**src/rtl/ls_stage_unit.sv**
```systemverilog
// ls_stage_unit: load-store stage between the EX_LS and LS_WB pipeline registers.
// Issues the load/store held in EX_LS over a valid/ready request channel,
// waits for the response, then fills LS_WB. LS_MON_ls_valid pulses on completion.
// Ports:
//   clk, rst_n                      clock, async active-low reset
//   EX_LS_reg_*                     instruction held in EX_LS (stable while an access is pending)
//   mem_req_* / mem_rsp_*           memory request (valid/ready) and response channels
//   LS_MON_ls_valid                 access-complete pulse for the hazard monitor
//   ls_misalign                     current access crosses the 8-byte boundary
//   LS_WB_reg_*                     registered writeback payload
module ls_stage_unit #(
  parameter int unsigned XLEN  = 64,
  parameter int unsigned MASKW = XLEN / 8
) (
  input  logic             clk,
  input  logic             rst_n,
  input  logic             EX_LS_reg_execute_valid,
  input  logic             EX_LS_reg_load_sign_flag,
  input  logic             EX_LS_reg_store_sign_flag,
  input  logic [1:0]       EX_LS_reg_ls_size,
  input  logic             EX_LS_reg_load_unsigned,
  input  logic [XLEN-1:0]  EX_LS_reg_result,
  input  logic [XLEN-1:0]  EX_LS_reg_store_data,
  input  logic [4:0]       EX_LS_reg_rd,
  input  logic             EX_LS_reg_dest_wen,
  output logic             mem_req_valid,
  input  logic             mem_req_ready,
  output logic [XLEN-1:0]  mem_req_addr,
  output logic             mem_req_wen,
  output logic [XLEN-1:0]  mem_req_wdata,
  output logic [MASKW-1:0] mem_req_wmask,
  input  logic             mem_rsp_valid,
  input  logic [XLEN-1:0]  mem_rsp_rdata,
  output logic             LS_MON_ls_valid,
  output logic             ls_misalign,
  output logic             LS_WB_reg_ls_valid,
  output logic [4:0]       LS_WB_reg_rd,
  output logic             LS_WB_reg_dest_wen,
  output logic [XLEN-1:0]  LS_WB_reg_result
);

  typedef enum logic [1:0] {
    S_IDLE = 2'd0,
    S_REQ  = 2'd1,
    S_RESP = 2'd2
  } state_t;

  state_t r_state;
  state_t w_next;

  logic             w_mem_op;
  logic [2:0]       w_off;
  logic [5:0]       w_shamt;
  logic [3:0]       w_bytes;
  logic [7:0]       w_size_mask;
  logic [3:0]       w_end;
  logic [MASKW-1:0] w_wmask;
  logic [XLEN-1:0]  w_wdata;
  logic [XLEN-1:0]  w_ld_shift;
  logic [XLEN-1:0]  w_ld_ext;
  logic             w_req_valid;
  logic             w_ls_done;

  assign w_mem_op = EX_LS_reg_execute_valid &
                    (EX_LS_reg_load_sign_flag | EX_LS_reg_store_sign_flag);
  assign w_off    = EX_LS_reg_result[2:0];
  assign w_shamt  = {w_off, 3'b000};

  // Access size to byte count and base byte mask
  always_comb begin
    w_bytes     = 4'd8;
    w_size_mask = 8'hFF;
    case (EX_LS_reg_ls_size)
      2'd0: begin w_bytes = 4'd1; w_size_mask = 8'h01; end
      2'd1: begin w_bytes = 4'd2; w_size_mask = 8'h03; end
      2'd2: begin w_bytes = 4'd4; w_size_mask = 8'h0F; end
      default: begin w_bytes = 4'd8; w_size_mask = 8'hFF; end
    endcase
  end

  // Lane placement; bytes shifted past the top of the bus are dropped
  assign w_wmask = MASKW'(w_size_mask) << w_off;
  assign w_wdata = EX_LS_reg_store_data << w_shamt;
  assign w_end   = 4'({1'b0, w_off}) + w_bytes;

  // Load data: align to bit 0, cut to size, extend
  assign w_ld_shift = mem_rsp_rdata >> w_shamt;
  always_comb begin
    w_ld_ext = w_ld_shift;
    case (EX_LS_reg_ls_size)
      2'd0: w_ld_ext = EX_LS_reg_load_unsigned ? XLEN'(w_ld_shift[7:0])
                     : {{(XLEN-8){w_ld_shift[7]}}, w_ld_shift[7:0]};
      2'd1: w_ld_ext = EX_LS_reg_load_unsigned ? XLEN'(w_ld_shift[15:0])
                     : {{(XLEN-16){w_ld_shift[15]}}, w_ld_shift[15:0]};
      2'd2: w_ld_ext = EX_LS_reg_load_unsigned ? XLEN'(w_ld_shift[31:0])
                     : {{(XLEN-32){w_ld_shift[31]}}, w_ld_shift[31:0]};
      default: w_ld_ext = w_ld_shift;
    endcase
  end

  // FSM state register
  always_ff @(posedge clk or negedge rst_n) begin
    if (!rst_n) r_state <= S_IDLE;
    else        r_state <= w_next;
  end

  // FSM next state and handshake outputs; everything held at 0 during reset
  always_comb begin
    w_next      = r_state;
    w_req_valid = 1'b0;
    w_ls_done   = 1'b0;
    if (rst_n) begin
      case (r_state)
        S_IDLE: begin
          if (w_mem_op) begin
            w_req_valid = 1'b1;
            w_next      = mem_req_ready ? S_RESP : S_REQ;
          end
        end
        S_REQ: begin
          w_req_valid = 1'b1;
          if (mem_req_ready) w_next = S_RESP;
        end
        S_RESP: begin
          if (mem_rsp_valid) begin
            w_ls_done = 1'b1;
            w_next    = S_IDLE;
          end
        end
        default: w_next = S_IDLE;
      endcase
    end
  end

  assign mem_req_valid   = w_req_valid;
  assign LS_MON_ls_valid = w_ls_done;
  assign ls_misalign     = rst_n & w_mem_op & (w_end > 4'd8);

  // Request payload is driven only while a request is presented
  assign mem_req_addr  = w_req_valid ? {EX_LS_reg_result[XLEN-1:3], 3'b000} : '0;
  assign mem_req_wen   = w_req_valid & EX_LS_reg_store_sign_flag;
  assign mem_req_wdata = w_req_valid ? w_wdata : '0;
  assign mem_req_wmask = (w_req_valid & EX_LS_reg_store_sign_flag) ? w_wmask : '0;

  // LS_WB register: bubble while an access is pending
  always_ff @(posedge clk or negedge rst_n) begin
    if (!rst_n) begin
      LS_WB_reg_ls_valid <= 1'b0;
      LS_WB_reg_rd       <= 5'd0;
      LS_WB_reg_dest_wen <= 1'b0;
      LS_WB_reg_result   <= '0;
    end else if (w_mem_op) begin
      LS_WB_reg_ls_valid <= w_ls_done;
      if (w_ls_done) begin
        LS_WB_reg_rd       <= EX_LS_reg_rd;
        LS_WB_reg_dest_wen <= EX_LS_reg_dest_wen;
        LS_WB_reg_result   <= EX_LS_reg_load_sign_flag ? w_ld_ext : EX_LS_reg_result;
      end
    end else begin
      LS_WB_reg_ls_valid <= EX_LS_reg_execute_valid;
      if (EX_LS_reg_execute_valid) begin
        LS_WB_reg_rd       <= EX_LS_reg_rd;
        LS_WB_reg_dest_wen <= EX_LS_reg_dest_wen;
        LS_WB_reg_result   <= EX_LS_reg_result;
      end
    end
  end

endmodule
```
**config.mk**
```make
export PLATFORM = sky130hd
export DESIGN_NAME = ls_stage_unit
export DESIGN_NICKNAME = d
export VERILOG_FILES = /design/src/rtl/ls_stage_unit.sv
export SDC_FILE = /design/constraint.sdc
export NUM_CORES = 1
export LEC_CHECK = 0
export BUFFER_PORTS_ARGS = -buffer_cell sky130_fd_sc_hd__buf_4
export CAP_MARGIN = 0
export CORE_AREA = 3 3 163 165
export CTS_CLUSTER_SIZE = 30
export DETAILED_ROUTE_END_ITERATION = 12
export DIE_AREA = 0 0 166 168
export SETUP_SLACK_MARGIN = 0.05
export SLEW_MARGIN = 20
export SYNTH_ARGS = -nofsm -noshare
export SYNTH_HDL_FRONTEND = slang
export SYNTH_SLANG_ARGS = --single-unit
```
**constraint.sdc**
```tcl
create_clock -name clk -period 4.5 [get_ports clk]
set_input_delay 0.9 -clock clk [delete_from_list [all_inputs] [get_ports clk]]
set_output_delay 0.9 -clock clk [all_outputs]
set_load 0.005 [all_outputs]
```
==> Implementation_results.wiki <==
{| class="wikitable"
! Metric !! Value
|-
| Run status || finished clean
|-
| Slowest stage cell, crit path || nor2_1
|-
| # Post-CTS Setup Buffers || 0
|-
| Clock network fraction of design power || around 27%
|-
| Hold Fails Final Rpt || 0
|-
| Instance count of the mapped netlist || ~970
|-
| Cell Count Post-Placement || 1,655
|-
| Peak VDD IR || 221 uV
|-
| Proportion of power drawn by combinational gates || about 44%
|-
| HP Class || in -> async
|-
| Weighted congestion reported at the end of routability-driven placement || between 0.9 and 1
|-
| Dominant register cell in the synthesized netlist || dfrtp_1
|-
| H-Tree Level Count || 3
|-
| Routed via count || between 9,000 and 10,000
|-
| Final routed wirelength across all metal layers || 37,000 um
|-
| Sum of overflow across all layers after global routing || 0
|-
| Post-detailed-route count of antenna-violating nets || 0
|-
| Slew @ Worst Pin || a little under 1 ns
|-
| Reg2Reg Depth || 6
|-
| Fin crit share || 91.0%
|-
| Vias in the first global route || approximately 9,200
|-
| Total of cells resized after clock tree synthesis || 0
|-
| Number of buffer and inverter stages on the critical path || 2
|-
| Worst setup path endpoint || ls_misalign
|-
| Worst setup skew after layout || about 0.0088 ns
|-
| Area of placed instances || approximately 11,000 um^2
|-
| Worst slack at placement || around 0.36 ns
|-
| Path type of the worst setup path || in -> out
|-
| Hold buffer count at CTS || 0
|-
| DR iter-0 viols || 572
|-
| Worst path cell trace || buf_4 > nor2_1 > ha_1 > fa_1 > o311ai_0 > nor2_1 > buf_4
|-
| Terminus of the critical flop-to-flop path || LS_WB_reg_result[26]$_DFFE_PN0P_
|-
| Post-route worst setup slack || roughly 0.41 ns
|-
| Signal arrival time at the worst endpoint || about 3.2 ns
|-
| Cell class contributing the biggest share of worst-path delay || simple AND/OR/NAND/NOR gates
|-
| Final #Nets || 1,548
|-
| Start of the worst register-to-register path || r_state[0]$_DFFE_PN0P_
|-
| Post-detailed-placement half-perimeter wirelength || 28,700 um
|-
| IO Count || between 400 and 500
|-
| Clock tree from TritonCTS || done
|-
| Cell area after synthesis || 7830 um^2
|-
| Core box area || 25,200 um^2
|-
| Number of synthesized register bits || 73
|-
| Site row count || 58
|-
| Internal power contribution || between 1.5 and 2 mW
|-
| Max-cap violation count || 0
|-
| Remaining max-slew budget at the tightest pin || 34.3%
|-
| P_sw || ~1.0 mW
|-
| Drt first pass iters || 5
|-
| Worst reg-to-reg setup slack || between 2 and 2.5 ns
|-
| Instance count on the critical path || 7
|-
| Number of enable-type register cells in the synthesized netlist || 0
|-
| Category of the worst setup path launch point || input pin
|-
| Count of buffers from port buffering || 415
|-
| Global Route Usage Sum || around a quarter
|-
| Initial core utilization || 31.1%
|-
| Final Setup Violations || 0
|-
| Syn_area_per_cell || roughly 8.0 um^2
|-
| Post-synthesis sequential area ratio || 23.3%
|-
| Final number of max-transition violations || 0
|-
| Flip-flop and latch area || approximately 1800 um^2
|-
| Switching part of the total power || 34.4%
|-
| Antenna violations before repair || 1
|-
| Total Negative Setup Slacks || 0 ns
|-
| Clock transition at path regs || roughly 0.060 ns
|-
| Number of vias per cell || about 5.5
|-
| Multi-input gate area || between 5000 and 6000 um^2
|-
| Final standard cell count with taps included and fillers excluded || ~1,700
|-
| Number of unique standard cell types used by synthesis || 65
|-
| Total of warnings raised by yosys || 0
|-
| Insertion delay to the later sink of the worst-skew pair || 0.34 ns
|-
| Share of total power in sequential cells || roughly 29%
|-
| Total power per unit cell area || 264 nW/um^2
|-
| Leakage || 5.34 nW
|-
| Sink Count || 73
|-
| Highest clock rate || approximately 240 MHz
|-
| Fillers || between 2,000 and 3,000
|-
| Final non-filler cell area || roughly 12,000 um^2
|-
| Crit path max fanout || 11
|-
| Unrepaired setup endpoints after global routing || false
|-
| Layout overhead on the synthesized area || 46.9%
|-
| Cell at the root of the clock tree || clkbuf_16
|-
| Async S/R FF share, synth || between 90% and 100%
|-
| First-pass GRT wire length || 55,300 um
|-
| Routed wire per std cell || 22.1 um
|-
| Pin count of the biggest net entering global routing || between 70 and 80
|-
| Critical path origin || EX_LS_reg_ls_size[0]
|-
| Data required time of the worst path || 3.60 ns
|-
| Maximum single-stage delay on the critical path || approximately 0.75 ns
|-
| Cts bufs inserted || 9
|-
| Maximum buffer depth of the clock tree || 2
|-
| DRC violations left || 0
|-
| Die width || roughly 170 um
|-
| Share of final-layout standard cells stronger than drive strength 1 || 44.1%
|-
| Die area || between 20,000 and 30,000 um^2
|-
| Element type at the critical path end || output port
|-
| Die Height || approximately 170 um
|-
| Minimum clock period || roughly 4 ns
|}
## layout by cell type (no fill, tap or decap), drive strengths merged, types with 3 or more instances in the layout
| cell type | netlist | routed |
|---|---|---|
| a211oi | 26 | 26 |
| a21o | 3 | 3 |
| a21oi | 76 | 76 |
| a22o | 3 | 3 |
| a22oi | 8 | 8 |
| a311oi | 7 | 7 |
| and2 | 63 | 63 |
| and3 | 29 | 29 |
| buf | 44 | 443 |
| clkbuf | 50 | 10 |
| conb | 1 | 3 |
| dfrtp | 73 | 73 |
| ha | 3 | 3 |
| inv | 7 | 11 |
| mux2 | 56 | 56 |
| mux2i | 68 | 68 |
| mux4 | 19 | 19 |
| nand2 | 106 | 106 |
| nand2b | 6 | 6 |
| nand3 | 3 | 3 |
| nor2 | 90 | 90 |
| nor2b | 10 | 10 |
| nor3 | 15 | 15 |
| nor3b | 3 | 3 |
| nor4 | 5 | 5 |
| o211ai | 3 | 3 |
| o21ai | 93 | 93 |
| o22a | 5 | 5 |
| o22ai | 23 | 23 |
| or2 | 11 | 11 |
| or3 | 42 | 42 |
## cell type report
type	instances	area share [%]
Multi-Input combinational cell	801	48.2
Timing Repair Buffer	443	29.1
Sequential cell	73	15.9
Tap cell	330	3.59
Clock buffer	10	2.08
Clock inverter	6	0.848
Inverter	8	0.261
Antenna cell	1	0.0218
## power groups by stage
stage / Sequential (mW) / Clock, mW / Combinational [mW]
after floorplan: 0.904 / 0 / 0.592
after global placement: 0.893 / 0 / 1.32
after detailed placement: 0.900 / 0 / 1.33
after CTS: 0.888 / 0.838 / 1.34
after global routing: 0.907 / 0.863 / 1.44
final: 0.888 / 0.828 / 1.32
## stage by stage
| step | hold slack (ns) | total power [mW] | utilization, % |
|---|---|---|---|
| after floorplan | 0.470 | 1.50 | - |
| after global placement | 0.461 | 2.22 | 44.3 |
| after detailed placement | 0.469 | 2.23 | 44.3 |
| after CTS | 0.421 | 3.06 | 45.7 |
| after global routing | 0.422 | 3.21 | 45.7 |
| final | 0.423 | 3.04 | 45.7 |
## flip-flops by register name, indices dropped and copies added (netlist names)
| name | flops |
|---|---|
| LS_WB_reg_dest_wen | 1 |
| LS_WB_reg_result | 64 |
| LS_WB_reg_rd | 5 |
| LS_WB_reg_ls_valid | 1 |
| r_state | 2 |
## how the worst min path moves through the flow
stage / from / endpoint / slack (ns)
final: rst_n / LS_WB_reg_result[54]$_DFFE_PN0P_ / 0.42
after global routing: rst_n / LS_WB_reg_result[54]$_DFFE_PN0P_ / 0.42
after CTS: rst_n / LS_WB_reg_result[54]$_DFFE_PN0P_ / 0.42
after detailed placement: LS_WB_reg_rd[0]$_DFFE_PN0P_ / LS_WB_reg_rd[0]$_DFFE_PN0P_ / 0.47
after global placement: LS_WB_reg_rd[3]$_DFFE_PN0P_ / LS_WB_reg_rd[3]$_DFFE_PN0P_ / 0.46
after floorplan: LS_WB_reg_dest_wen$_DFFE_PN0P_ / LS_WB_reg_dest_wen$_DFFE_PN0P_ / 0.47
## layer usage
layer	global-route usage, %	wire length (um)	part of all wire (%)
met5	0	0	0
met4	7.96	1110	3.0
met3	5.85	2940	7.9
met2	45.8	19000	51
met1	29.1	14000	38
## cell families after synthesis
logic type	count (synthesis)	share of synthesized area [%]
xor gates and xnor gates	2	0.224
buffers and inverters	102	6.28
adders and majority gates	4	0.735
muxes	143	22.3
and+or+nand+nor	384	24.8
other	1	0.0479
AOI/OAI and AO/OA	265	22.3
DFF	73	23.3
## Yosys cell counts (6+ instances only)
cell type	count	area, um^2
a211oi_1	26	195
a21oi_1	46	230
a21oi_2	30	263
a22oi_1	8	60.1
a311oi_1	7	61.3
and2_1	63	394
and3_1	29	181
buf_2	24	120
buf_4	9	67.6
buf_6	6	67.6
clkbuf_1	50	188
dfrtp_1	73	1830
inv_1	6	22.5
mux2_2	53	597
mux2i_1	68	681
mux4_2	19	428
nand2_1	106	398
nand2b_1	6	37.5
nor2_1	90	338
nor2b_1	10	62.6
nor3_1	14	70.1
o21ai_0	77	385
o21ai_1	15	75.1
o22ai_1	20	125
or2_2	10	62.6
or3_1	42	263
## worst register-to-register path: cells and delay by family (launching register included)
kind	cells	cell delay, ns
buffers and inverters	1	0.69
and+or+nand+nor	2	0.68
AOI/OAI and AO/OA	3	0.58
DFF	1	0.41
Power figures use the tool's default switching activity.
